--- src/rtl/up_counter_pkg.sv ---
// Shared sizing and load constants for the serial byte collector.
package up_counter_pkg;

  localparam int WIDTH = 8;
  localparam int CNT_W = $clog2(WIDTH);

  localparam logic [WIDTH-1:0] RST_VAL = 8'h00;
  localparam logic [WIDTH-1:0] SET_VAL = 8'hFF;

endpackage

--- src/rtl/up_counter_bit_counter.sv ---
// Bit counter for the byte collector: counts accepted bits modulo 2**CNT_W.
// tc flags the last bit position of a byte (count all ones).
module bit_counter
  import up_counter_pkg::*;
(
  input  logic             clk,
  input  logic             rst,
  input  logic             clr,
  input  logic             en,
  output logic [CNT_W-1:0] count,
  output logic             tc
);

  // Reset beats clear beats count; wrap to zero falls out of the natural overflow.
  always_ff @(posedge clk) begin
    if (!rst) begin
      count <= '0;
    end else if (clr) begin
      count <= '0;
    end else if (en) begin
      count <= count + CNT_W'(1);
    end
  end

  // Terminal count: the next enabled bit completes the byte.
  always_comb begin
    tc = &count;
  end

endmodule

--- src/rtl/up_counter.sv ---
// Serial-in byte collector: shifts serin into an 8-bit register on each enabled
// clock and pulses Co on the clock that accepts the 8th bit of a byte.
module up_counter
  import up_counter_pkg::*;
(
  input  logic             clk,
  input  logic             rst,
  input  logic             set,
  input  logic             en,
  input  logic             serin,
  output logic [WIDTH-1:0] serout,
  output logic [CNT_W-1:0] cnen,
  output logic             Co
);

  logic tc;

  bit_counter u_bit_counter (
    .clk   (clk),
    .rst   (rst),
    .clr   (set),
    .en    (en),
    .count (cnen),
    .tc    (tc)
  );

  // Shift register: reset, preset (frame start), left shift of serin, or hold.
  always_ff @(posedge clk) begin
    if (!rst) begin
      serout <= RST_VAL;
    end else if (set) begin
      serout <= SET_VAL;
    end else if (en) begin
      serout <= {serout[WIDTH-2:0], serin};
    end
  end

  // Carry only when this edge really accepts the last bit; reset or set abort it.
  always_comb begin
    Co = rst & ~set & en & tc;
  end

endmodule

--- config.mk ---
export PLATFORM = sky130hd
export DESIGN_NAME = up_counter
export DESIGN_NICKNAME = d
export VERILOG_FILES = /design/src/rtl/up_counter_pkg.sv /design/src/rtl/up_counter_bit_counter.sv /design/src/rtl/up_counter.sv
export SDC_FILE = /design/constraint.sdc
export NUM_CORES = 1
export LEC_CHECK = 0
export BUFFER_PORTS_ARGS = -buffer_cell sky130_fd_sc_hd__buf_2
export CAP_MARGIN = 0
export CORE_AREA = 2 2 39 41
export CTS_CLUSTER_SIZE = 28
export DETAILED_ROUTE_END_ITERATION = 7
export DIE_AREA = 0 0 41 43
export GPL_ROUTABILITY_DRIVEN = 0
export PLACE_DENSITY = 0.67
export RECOVER_POWER = 50
export SYNTH_ARGS = -nofsm -noshare
export SYNTH_HDL_FRONTEND = slang
export SYNTH_HIERARCHICAL = 1
export SYNTH_SLANG_ARGS = --single-unit
--- constraint.sdc ---
create_clock -name clk -period 1 [get_ports clk]
set_input_delay 0.15 -clock clk [delete_from_list [all_inputs] [get_ports clk]]
set_output_delay 0.15 -clock clk [all_outputs]
set_load 0.05 [all_outputs]
Word-level counts from Yosys, hierarchy flattened
Cells that the tools add are included.
{"block": "classes", "add_sub_neg": 1, "mux": 2, "bitwise": 5, "reduce_logical": 3}
{"op": "$mux 8", "count": 2}
{"op": "$add 3x1->3 const B", "count": 1}
{"op": "$and 1x1->1", "count": 3}
{"op": "$reduce_and 3->1", "count": 1}
{"op": "$not 1->1", "count": 2}
{"op": "$reduce_bool 2->1", "count": 1}
{"op": "$reduce_or 2->1", "count": 1}
{"block": "totals", "register_bits": 11, "input_bits": 5, "output_inout_bits": 12, "elab_cells": 13}

Longest topological paths before layout
Gate-level depths: netlist (run 1).
{"block": "logic_depth", "ltp_word": 4, "ltp_mapped": 4, "depth_no_buf": 4}

By module
Netlist (run 1), hierarchy kept.
{"mod": "up_counter", "n_inst": 1, "cells_each": 28, "area_per_inst_um2": 369.1, "seq_area_each_um2": 160.2}
{"mod": "bit_counter", "n_inst": 1, "cells_each": 12, "area_per_inst_um2": 131.4, "seq_area_each_um2": 60.1}

Worst setup path after synthesis (run 1)
No wires, ideal clock.
{"block": "synth_path", "kind": "register -> output", "start": "register u_bit_counter.count[0]", "end": "output Co", "arrival_time_ps": 1508, "required_time_ps": 850, "path_slack_ps": -658, "stages_incl_launch_ff": 4, "cell_sequence": "dfxtp_1 > ha_1 > ha_1 > and4b_1"}
{"block": "synth_via", "elab_chain_len": 2}
{"element": "start: declaration", "line": "up_counter_bit_counter.sv:10", "text": "output logic [CNT_W-1:0] count,"}
{"element": "start signal: assignment", "line": "up_counter_bit_counter.sv:21", "text": "count <= count + CNT_W'(1);"}
{"element": "$reduce_and 3->1", "line": "up_counter_bit_counter.sv:27", "text": "tc = &count;"}
{"element": "via tc", "line": "up_counter.sv:16", "text": "logic tc;"}
{"element": "$and 1x1->1", "line": "up_counter.sv:40", "text": "Co = rst & ~set & en & tc;"}
{"element": "end: declaration", "line": "up_counter.sv:13", "text": "output logic Co"}
The timed path passes the listed nets, and every way through them passes these cells.

Final worst setup path (run 1)
{"block": "layout_path", "start": "register u_bit_counter.count[1]", "end": "output Co"}
Same word-level chain as after synthesis.

==> out/results.md, run 1 <==
| Parameter | Value | Unit |
|---|---|---|
| Sequential share of the synthesized area | 44.00 | % |
| Worst-Margin Slew | 0.1524 | ns |
| Data arrival time of the worst path | 1.24 | ns |
| DRT Pass-1 Iters | 1 | - |
| Smallest setup slack after layout | -0.3888 | ns |
| Vias in the first global route | 403 | - |
| CTS tree | built | - |
| Number of synthesized register bits | 11 | - |
| Max rail drop VDD | 0.0007786 | V |
| Class of the worst hold path | input port to register | - |
| Floorplan Core Area | 0.001384 | mm2 |
| Crit path capture type | primary output | - |
| Instance count after placement with tap cells included | 76 | - |
| Avg Synthesized Cell Area | 12.51 | um2 |
| DRC violations left | 0 | - |
| Setup repair after global routing missed its margin | true | - |
| Slew margin rel. | 89.55 | % |
| Via count of the routed design | 398 | - |
| Clock buffer depth | 2 | - |
| Standard cell with the maximum stage delay on the critical path | dfxtp_4 | - |
| Setup Viol. Count Final | 5 | - |
| Antenna violations before repair | 0 | - |
| Number of design-rule violations left by the first detailed-router iteration | 0 | - |
| Final Power | 1.073 | mW |
| # IOs | 17 | - |
| Required time at the worst-slack endpoint | 0.85 | ns |
| Width of the die | 41 | um |
| Via-to-Cell Ratio | 4.738 | - |
| Synthesized net count | 47 | - |
| Clock edge transition at the registers on the reported setup and hold paths | 0.07 | ns |
| Library cells used by synthesis | 11 | - |
| Final Hold Viols | 0 | - |
| CP Class | register to primary output | - |
| Count of max-cap constraint violations | 0 | - |
| Full die area | 0.001763 | mm2 |
| Final critical path time including I/O delays and setup | 1.389 | ns |
| Final #Nets | 76 | - |
| Max-slew violations | 0 | - |
| CP startpoint kind | register | - |
| Maximum clock frequency | 720.0 | MHz |
| Initial cell density of the core | 36.17 | % |
| H-tree depth reported by CTS | 1 | - |
| Run status | complete, but fails checks | - |
| Die H | 43 | um |
| Filler Cells Inserted | 121 | - |
| Failing checks | negative setup slack | - |
| Insertion delay of the later-clocked pin in the worst-skew pair | 0.26 | ns |
| Internal reg-to-reg setup slack | -0.03 | ns |
| Worst hold margin | 0.2125 | ns |
| Site Rows | 14 | - |
| Synthesis warning total | 6 | - |
| Clock root buffer | clkbuf_4 | - |
| Cell count after synthesis | 40 | - |
| CTS sink count | 11 | - |
| GRT Total Usage | 13.93 | % |
| Util after Layout | 59.13 | % |
| Final wirelength | 995 | um |
| Grt total ovfl | 0 | - |
| Most frequent CP cell | ha_4 | - |
| Area of the mapped netlist | 500.5 | um2 |
| CTS buffer count | 3 | - |
| Setup TNS | -0.9243 | ns |
| Static leakage | 0.3790 | nW |
| Area added between synthesis and finish | 63.50 | % |
| DR WL/cell | 11.85 | um |
| Post-route insts no fill | 84 | - |
| List of cells traversed by the critical path | ha_4, ha_4, and4b_4, buf_8 | - |
| Fin crit share | 138.9 | % |
| Worst-path maximum fanout | 2 | - |
| Power density of the placed cells | 1312 | mW/mm2 |
| Delay contributed by the slowest stage of the critical path | 0.35 | ns |
| Count of input and output buffers | 16 | - |
| Maximum number of pins on one net before global-route repair | 10 | - |
| Post-route antenna net violation count | 0 | - |
| Antenna Cells | 0 | - |
| Wire length of the first global-routing pass | 1.593 | mm |
| Final setup skew | 0.001237 | ns |
| Layout cell share with drive strength beyond 1 | 66.18 | % |
power by group:
group          internal [mW]  leakage, nW  switching [mW]
Sequential             0.465       0.0938          0.0199
Clock                  0.154       0.0150           0.141
Combinational          0.136        0.270           0.158
metrics by stage:
stage	setup WS [ns]	instance area, um2
final	-0.3888	818.3
after global routing	-0.4310	818.3
after CTS	-0.4075	792.0
after detailed placement	-0.2050	694.4
after global placement	-0.1919	694.4
after floorplan	-0.2023	548.0
final timing paths:
check,start,endpoint,cells after the start
worst max-delay path,u_bit_counter/count[1],Co,4
worst min-delay path,serin,serout[0],3
worst max register to register,u_bit_counter/count[1],u_bit_counter/count[2],4
worst min register to register,serout[7],serout[7],2
cell families after synthesis:
family	count (synthesis)	synth area share, %
XOR/XNOR	1	1.750
multiplexers	10	28.00
adder cells (fa/ha/maj)	2	4.999
buffers and inverters	3	3.750
flip-flops	11	44.00
AND/OR/NAND/NOR	5	5.501
AO/OA/AOI/OAI	8	12.00
synth_stat cells:
cell type / instances / area share [%]
and4b_1: 1 / 2.0
buf_6: 1 / 2.2
clkbuf_1: 2 / 1.5
dfxtp_1: 11 / 44
ha_1: 2 / 5.0
mux2_4: 8 / 24
mux2i_1: 2 / 4.0
nand2b_1: 1 / 1.3
nor2_1: 3 / 2.2
o21a_1: 8 / 12
xnor2_1: 1 / 1.8
critical path, delay by kind of cell, from the launching register on:
kind,cells,cell delay [ns]
DFF,1,0.35
buffers and inverters,1,0.14
and+or+nand+nor,1,0.18
adders and majority gates,2,0.30
layout make-up:
class	count	area, um2	share of cell area, %
Tap cell	16	20.02	2.446
Sequential cell	11	231.5	28.29
Timing Repair Buffer	27	250.2	30.58
Multi-Input combinational cell	26	290.3	35.47
Clock buffer	4	26.28	3.211
routing by layer:
metal	global-route usage [%]	routed length, um	vias to the layer above
li1	-	-	197
met5	0	0	-
met1	16.67	418	186
met3	3.141	69	2
met4	14.00	9	0
met2	18.75	498	13
flip-flops by register name (all words and copies together) (netlist names):
name / count
serout: 8
u_bit_counter/count: 3
placed cells by master (no fill, tap or decap):
| cell type | Yosys | routed |
|---|---|---|
| and4b_4 | 0 | 1 |
| buf_12 | 0 | 1 |
| buf_2 | 0 | 4 |
| buf_4 | 0 | 14 |
| buf_6 | 1 | 4 |
| buf_8 | 0 | 4 |
| clkbuf_1 | 2 | 1 |
| clkbuf_4 | 0 | 3 |
| dfxtp_1 | 11 | 6 |
| dfxtp_2 | 0 | 3 |
| dfxtp_4 | 0 | 2 |
| ha_4 | 0 | 2 |
| mux2_1 | 0 | 2 |
| mux2_4 | 8 | 6 |
| mux2i_1 | 2 | 2 |
| nand2b_1 | 1 | 1 |
| nor2_1 | 3 | 3 |
| o21a_1 | 8 | 8 |
| xnor2_2 | 0 | 1 |
timing repair:
action | in CTS | in global routing
endpoints found under the setup margin | 13 | 5
pin swaps | 2 | 2
hold buffers | 0 | 0
resized for setup | 21 | 4
cloned | 0 | 0
buffers inserted | 1 | 3
(Power assumes the default switching activity.)
==> run 2: changes to the inputs <==
Settings changed: PLACE_DENSITY 0.67 to 0.65.
Clock period 1 ns to 1.5 ns, I/O delays scaled along.
==> out/results.md, run 2 (synthesis results as in run 1) <==
| Parameter | Value | Unit |
|---|---|---|
| Worst-path maximum fanout | 2 | - |
| Class of the worst hold path | input port to register | - |
| Maximum number of pins on one net before global-route repair | 11 | - |
| Site Rows | 14 | - |
| Crit path capture type | primary output | - |
| Setup Viol. Count Final | 1 | - |
| GRT Total Usage | 12.93 | % |
| Antenna Cells | 0 | - |
| Full die area | 0.001763 | mm2 |
| Worst path buffer plus inverter count | 1 | - |
| # IOs | 17 | - |
| Floorplan Core Area | 0.001384 | mm2 |
| Layout cell share with drive strength beyond 1 | 53.23 | % |
| Switching portion of total power | 31.60 | % |
| Insertion delay of the later-clocked pin in the worst-skew pair | 0.27 | ns |
| H-tree depth reported by CTS | 1 | - |
| Count of input and output buffers | 16 | - |
| Wire length of the first global-routing pass | 1.497 | mm |
| Most common cell after layout, fill and taps aside | buf_2 | - |
| Final wirelength | 924 | um |
| Max-slew violations | 0 | - |
| Data arrival time of the worst path | 1.31 | ns |
| Final critical path time including I/O delays and setup | 1.530 | ns |
| DRC violations left | 0 | - |
| Run status | complete, but fails checks | - |
| Via-to-Cell Ratio | 4.782 | - |
| Max rail drop VDD | 0.0005203 | V |
| Largest registers | serout x8, u_bit_counter/count x3 | - |
| Most frequent cells in the layout | 15 x buf_2, 9 x dfxtp_1, 8 x o21a_1 | - |
| DR WL/cell | 11.85 | um |
| Setup repair after global routing missed its margin | true | - |
| Top reg by flops | serout | - |
| Internal power consumption | 467.3 | uW |
| CP startpoint kind | register | - |
| Hold bufs inserted after CTS | 0 | - |
| CTS tree | built | - |
| Setup slack at placement | 0.1711 | ns |
| Final setup skew | 0.0009713 | ns |
| Slew margin rel. | 83.49 | % |
| Power density of the placed cells | 1024 | mW/mm2 |
| Smallest setup slack after layout | -0.03024 | ns |
| Initial cell density of the core | 36.17 | % |
| Standard cell with the maximum stage delay on the critical path | dfxtp_2 | - |
| Grt total ovfl | 0 | - |
| Post-route insts no fill | 78 | - |
| Fin crit share | 102.0 | % |
| Static leakage | 0.3191 | nW |
| CP Class | register to primary output | - |
| Vias in the first global route | 369 | - |
| Clock share of power | 29.6 | % |
| Via count of the routed design | 373 | - |
| Failing checks | negative setup slack | - |
| Area added between synthesis and finish | 33.25 | % |
| Clock edge transition at the registers on the reported setup and hold paths | 0.07 | ns |
| Final Hold Viols | 0 | - |
| Flop pwr share | 47.3 | % |
| Clock root buffer | clkbuf_4 | - |
| Max FFs per register | 8 | - |
| Number of design-rule violations left by the first detailed-router iteration | 1 | - |
| CTS sink count | 11 | - |
| CTS buffer count | 3 | - |
| Clock buffer depth | 2 | - |
| Die H | 43 | um |
| Delay contributed by the slowest stage of the critical path | 0.34 | ns |
| Power dissipated by switching net loads | 215.8 | uW |
| Cell family with the largest share of critical-path delay | flip-flops | - |
| Antenna violations before repair | 0 | - |
| Count of max-cap constraint violations | 0 | - |
| Detailed placement HPWL | 631.5 | um |
| Worst-Margin Slew | 0.2493 | ns |
| Logic pwr share | 23.1 | % |
| Maximum clock frequency | 653.5 | MHz |
| Required time at the worst-slack endpoint | 1.27 | ns |
| Width of the die | 41 | um |
| DRT Pass-1 Iters | 2 | - |
| Instance count after placement with tap cells included | 71 | - |
| Post-route antenna net violation count | 0 | - |
| List of cells traversed by the critical path | ha_4, ha_4, and4b_2, buf_8 | - |
| Final #Nets | 70 | - |
| Most frequent CP cell | ha_4 | - |
-- run 2: cell types whose count changed in the layout (fill, tap and decap cells not counted), moves of 2 or more --
cell     previous run  this run
buf_4              14         5
buf_8               4         1
buf_2               4        15
buf_6               4         0
mux2_1              2         5
mux2_4              6         3
dfxtp_4             2         0
dfxtp_1             6         9
-- run 2: power groups by stage --
stage / Sequential (mW) / Combinational, mW / Clock (mW)
finish: 0.323 / 0.158 / 0.202
global route: 0.326 / 0.171 / 0.227
CTS: 0.324 / 0.169 / 0.209
detailed placement: 0.332 / 0.165 / 0
global placement: 0.330 / 0.165 / 0
floorplan: 0.395 / 0.0668 / 0
-- run 2: metrics by stage --
| step | cell area (um2) | TNS [ns] | util [%] | power [mW] | hold WS [ns] |
|---|---|---|---|---|---|
| CTS | 658.1 | -0.04030 | 47.56 | 0.7022 | 0.2645 |
| global route | 666.9 | -0.07344 | 48.19 | 0.7244 | 0.2722 |
| floorplan | 504.2 | 0 | - | 0.4623 | 0.3617 |
| global placement | 600.6 | 0 | 43.40 | 0.4949 | 0.4760 |
| detailed placement | 600.6 | 0 | 43.40 | 0.4966 | 0.5044 |
| finish | 666.9 | -0.03024 | 48.19 | 0.6831 | 0.2709 |
-- run 2: path summary, 6_finish.rpt --
check	slack (ns)	start	cells past startpoint	end
setup reg to reg	0.52	u_bit_counter/count[0]	4	u_bit_counter/count[2]
hold / removal	0.27	rst	2	serout[0]
setup / recovery	-0.03	u_bit_counter/count[0]	4	Co
hold reg to reg	0.57	serout[7]	2	serout[7]
-- run 2: cell type report --
type | instances | area (um2)
Fill cell | 141 | 716.9
Multi-Input combinational cell | 26 | 269.0
Sequential cell | 11 | 222.7
Timing Repair Buffer | 21 | 127.6
Clock buffer | 3 | 22.52
Tap cell | 16 | 20.02
Clock inverter | 1 | 5.005
-- run 2: what timing repair did --
action,in CTS,in global routing
pin swaps,1,0
setup buffers,2,1
gates resized for setup,5,2
setup endpoints to repair,1,1
-- run 2: routing by layer --
metal  vias to the layer above  track usage, %  wire [um]
met5                         -               0          0
met4                         0           8.000          0
met3                         0           4.712         52
met2                        12           18.44        468
met1                       177           15.74        404
li1                        184               -          -
==> run 3: changes to the inputs <==
Settings changed: PLACE_DENSITY 0.65 to not set, PLACE_DENSITY_LB_ADDON set to 0.25, REMOVE_ABC_BUFFERS set to 1.
==> out/results.md, run 3 (synthesis results as in run 1) <==
| Parameter | Value | Unit |
|---|---|---|
| Final Power | 673.8 | uW |
| Worst-Margin Slew | 0.2491 | ns |
| Top reg by flops | serout | - |
| Class of the worst hold path | input port to register | - |
| Vias in the first global route | 356 | - |
| Final setup skew | 0.007316 | ns |
| Antenna violations before repair | 0 | - |
| Instance count after placement with tap cells included | 70 | - |
| Final Hold Viols | 0 | - |
| Max FFs per register | 8 | - |
| Area added between synthesis and finish | 28.25 | % |
| Power density of the placed cells | 1050 | mW/mm2 |
| Wire length of the first global-routing pass | 1.449 | mm |
| Most common cell after layout, fill and taps aside | buf_2 | - |
| Largest registers | serout x8, u_bit_counter/count x3 | - |
| Required time at the worst-slack endpoint | 1.27 | ns |
| Data arrival time of the worst path | 1.26 | ns |
| H-tree depth reported by CTS | 1 | - |
| # IOs | 17 | - |
| Site Rows | 14 | - |
| Post-route antenna net violation count | 0 | - |
| Die H | 43 | um |
| Count of max-cap constraint violations | 0 | - |
| Maximum clock frequency | 674.5 | MHz |
| Worst-path maximum fanout | 2 | - |
| Via-to-Cell Ratio | 4.662 | - |
| Worst hold margin | 0.2883 | ns |
| Fin crit share | 98.84 | % |
| Most frequent cells in the layout | 15 x buf_2, 9 x dfxtp_1, 8 x mux2_1, 8 x o21a_1, 4 x buf_4 | - |
| Count of input and output buffers | 16 | - |
| Post-route insts no fill | 77 | - |
| DRT Pass-1 Iters | 2 | - |
| Hold bufs inserted after CTS | 0 | - |
| Max rail drop VDD | 0.0004893 | V |
| Layout cell share with drive strength beyond 1 | 44.26 | % |
| Filler Cells Inserted | 138 | - |
| CP Class | register to primary output | - |
| DR WL/cell | 13.77 | um |
| Final wirelength | 1.060 | mm |
| GRT Total Usage | 12.92 | % |
| Antenna Cells | 0 | - |
| Via count of the routed design | 359 | - |
| Clock root buffer | clkbuf_4 | - |
| Floorplan Core Area | 0.001384 | mm2 |
| Maximum number of pins on one net before global-route repair | 11 | - |
| CTS tree | built | - |
| Number of design-rule violations left by the first detailed-router iteration | 1 | - |
| Run status | complete, no violations | - |
| Final critical path time including I/O delays and setup | 1.483 | ns |
| Width of the die | 41 | um |
| Final #Nets | 69 | - |
| Setup Viol. Count Final | 0 | - |
| Internal reg-to-reg setup slack | 0.48 | ns |
| CTS buffer count | 3 | - |
| Full die area | 0.001763 | mm2 |
| Multi-input gate area in the final layout | 256.5 | um2 |
| CTS sink count | 11 | - |
| DRC violations left | 0 | - |
| CP startpoint kind | register | - |
| Initial cell density of the core | 36.17 | % |
| Clock edge transition at the registers on the reported setup and hold paths | 0.07 | ns |
| Static leakage | 0.3009 | nW |
| Grt total ovfl | 0 | - |
| Max-slew violations | 0 | - |
| Crit path capture type | primary output | - |
| Clock buffer depth | 2 | - |
| Insertion delay of the later-clocked pin in the worst-skew pair | 0.26 | ns |
| Slew margin rel. | 83.51 | % |
| Area of all sequential standard cells | 222.7 | um2 |
| Setup repair after global routing missed its margin | true | - |
==> run 3: cell count changes in the layout (fill, tap and decap cells not counted), sizes merged <==
cell	previous run	this run
buf	21	20
clkbuf	3	4
clkinv	1	0
==> run 3: stage by stage <==
step                utilization [%]  TNS [ns]  setup WS (ns)  cell area (um2)
finish                        46.38         0        0.01744            641.9
detailed placement            42.59         0         0.1974            589.3
CTS                           47.29         0      0.0003916            654.4
global route                  46.38  -0.01828       -0.01828            641.9
global placement              42.59         0         0.2258            589.3
floorplan                         -   -0.2330        -0.2330            481.7
==> run 3: layout make-up <==
| type | instances | share of cell area (%) |
|---|---|---|
| multi-input cells | 26 | 39.96 |
| repair buffers | 20 | 18.13 |
| well taps | 16 | 3.119 |
| clock buffers | 4 | 4.094 |
| flip-flops and latches | 11 | 34.70 |
==> run 3: report_power, final <==
group | total [mW] | leakage (nW) | internal, mW | switching, mW
Sequential | 0.323 | 0.0924 | 0.311 | 0.0115
Combinational | 0.151 | 0.194 | 0.0499 | 0.102
Clock | 0.199 | 0.0150 | 0.103 | 0.0968
Total | 0.674 | 0.301 | 0.464 | 0.210
==> run 3: worst paths after layout <==
kind                                from                endpoint  cells past startpoint
setup / recovery  u_bit_counter/count[0]                      Co                      4
hold / removal                       rst               serout[6]                      2
setup reg to reg  u_bit_counter/count[0]  u_bit_counter/count[2]                      4
hold reg to reg                serout[7]               serout[7]                      2
==> run 3: per-layer routing <==
metal  share of wire (%)  track usage, %  up-vias
li1                    -               -      183
met1                  43           14.71      165
met2                  52           19.38        9
met3                 4.2           3.141        2
met4                0.75           10.00        0
met5                   0               0        -
==> run 3: worst max-delay path, stage by stage (launching register included) <==
cell and delay (ns):
dfxtp_2 0.34, ha_4 0.16, ha_4 0.14, and4b_1 0.20, buf_6 0.15
==> run 3: what timing repair did <==
item | in CTS | in global routing
gates cloned | 0 | 0
gates resized for setup | 7 | 1
endpoints found under the hold margin | 0 | 0
pin swaps | 0 | 1
endpoints found under the setup margin | 1 | 1
setup buffers | 2 | 1
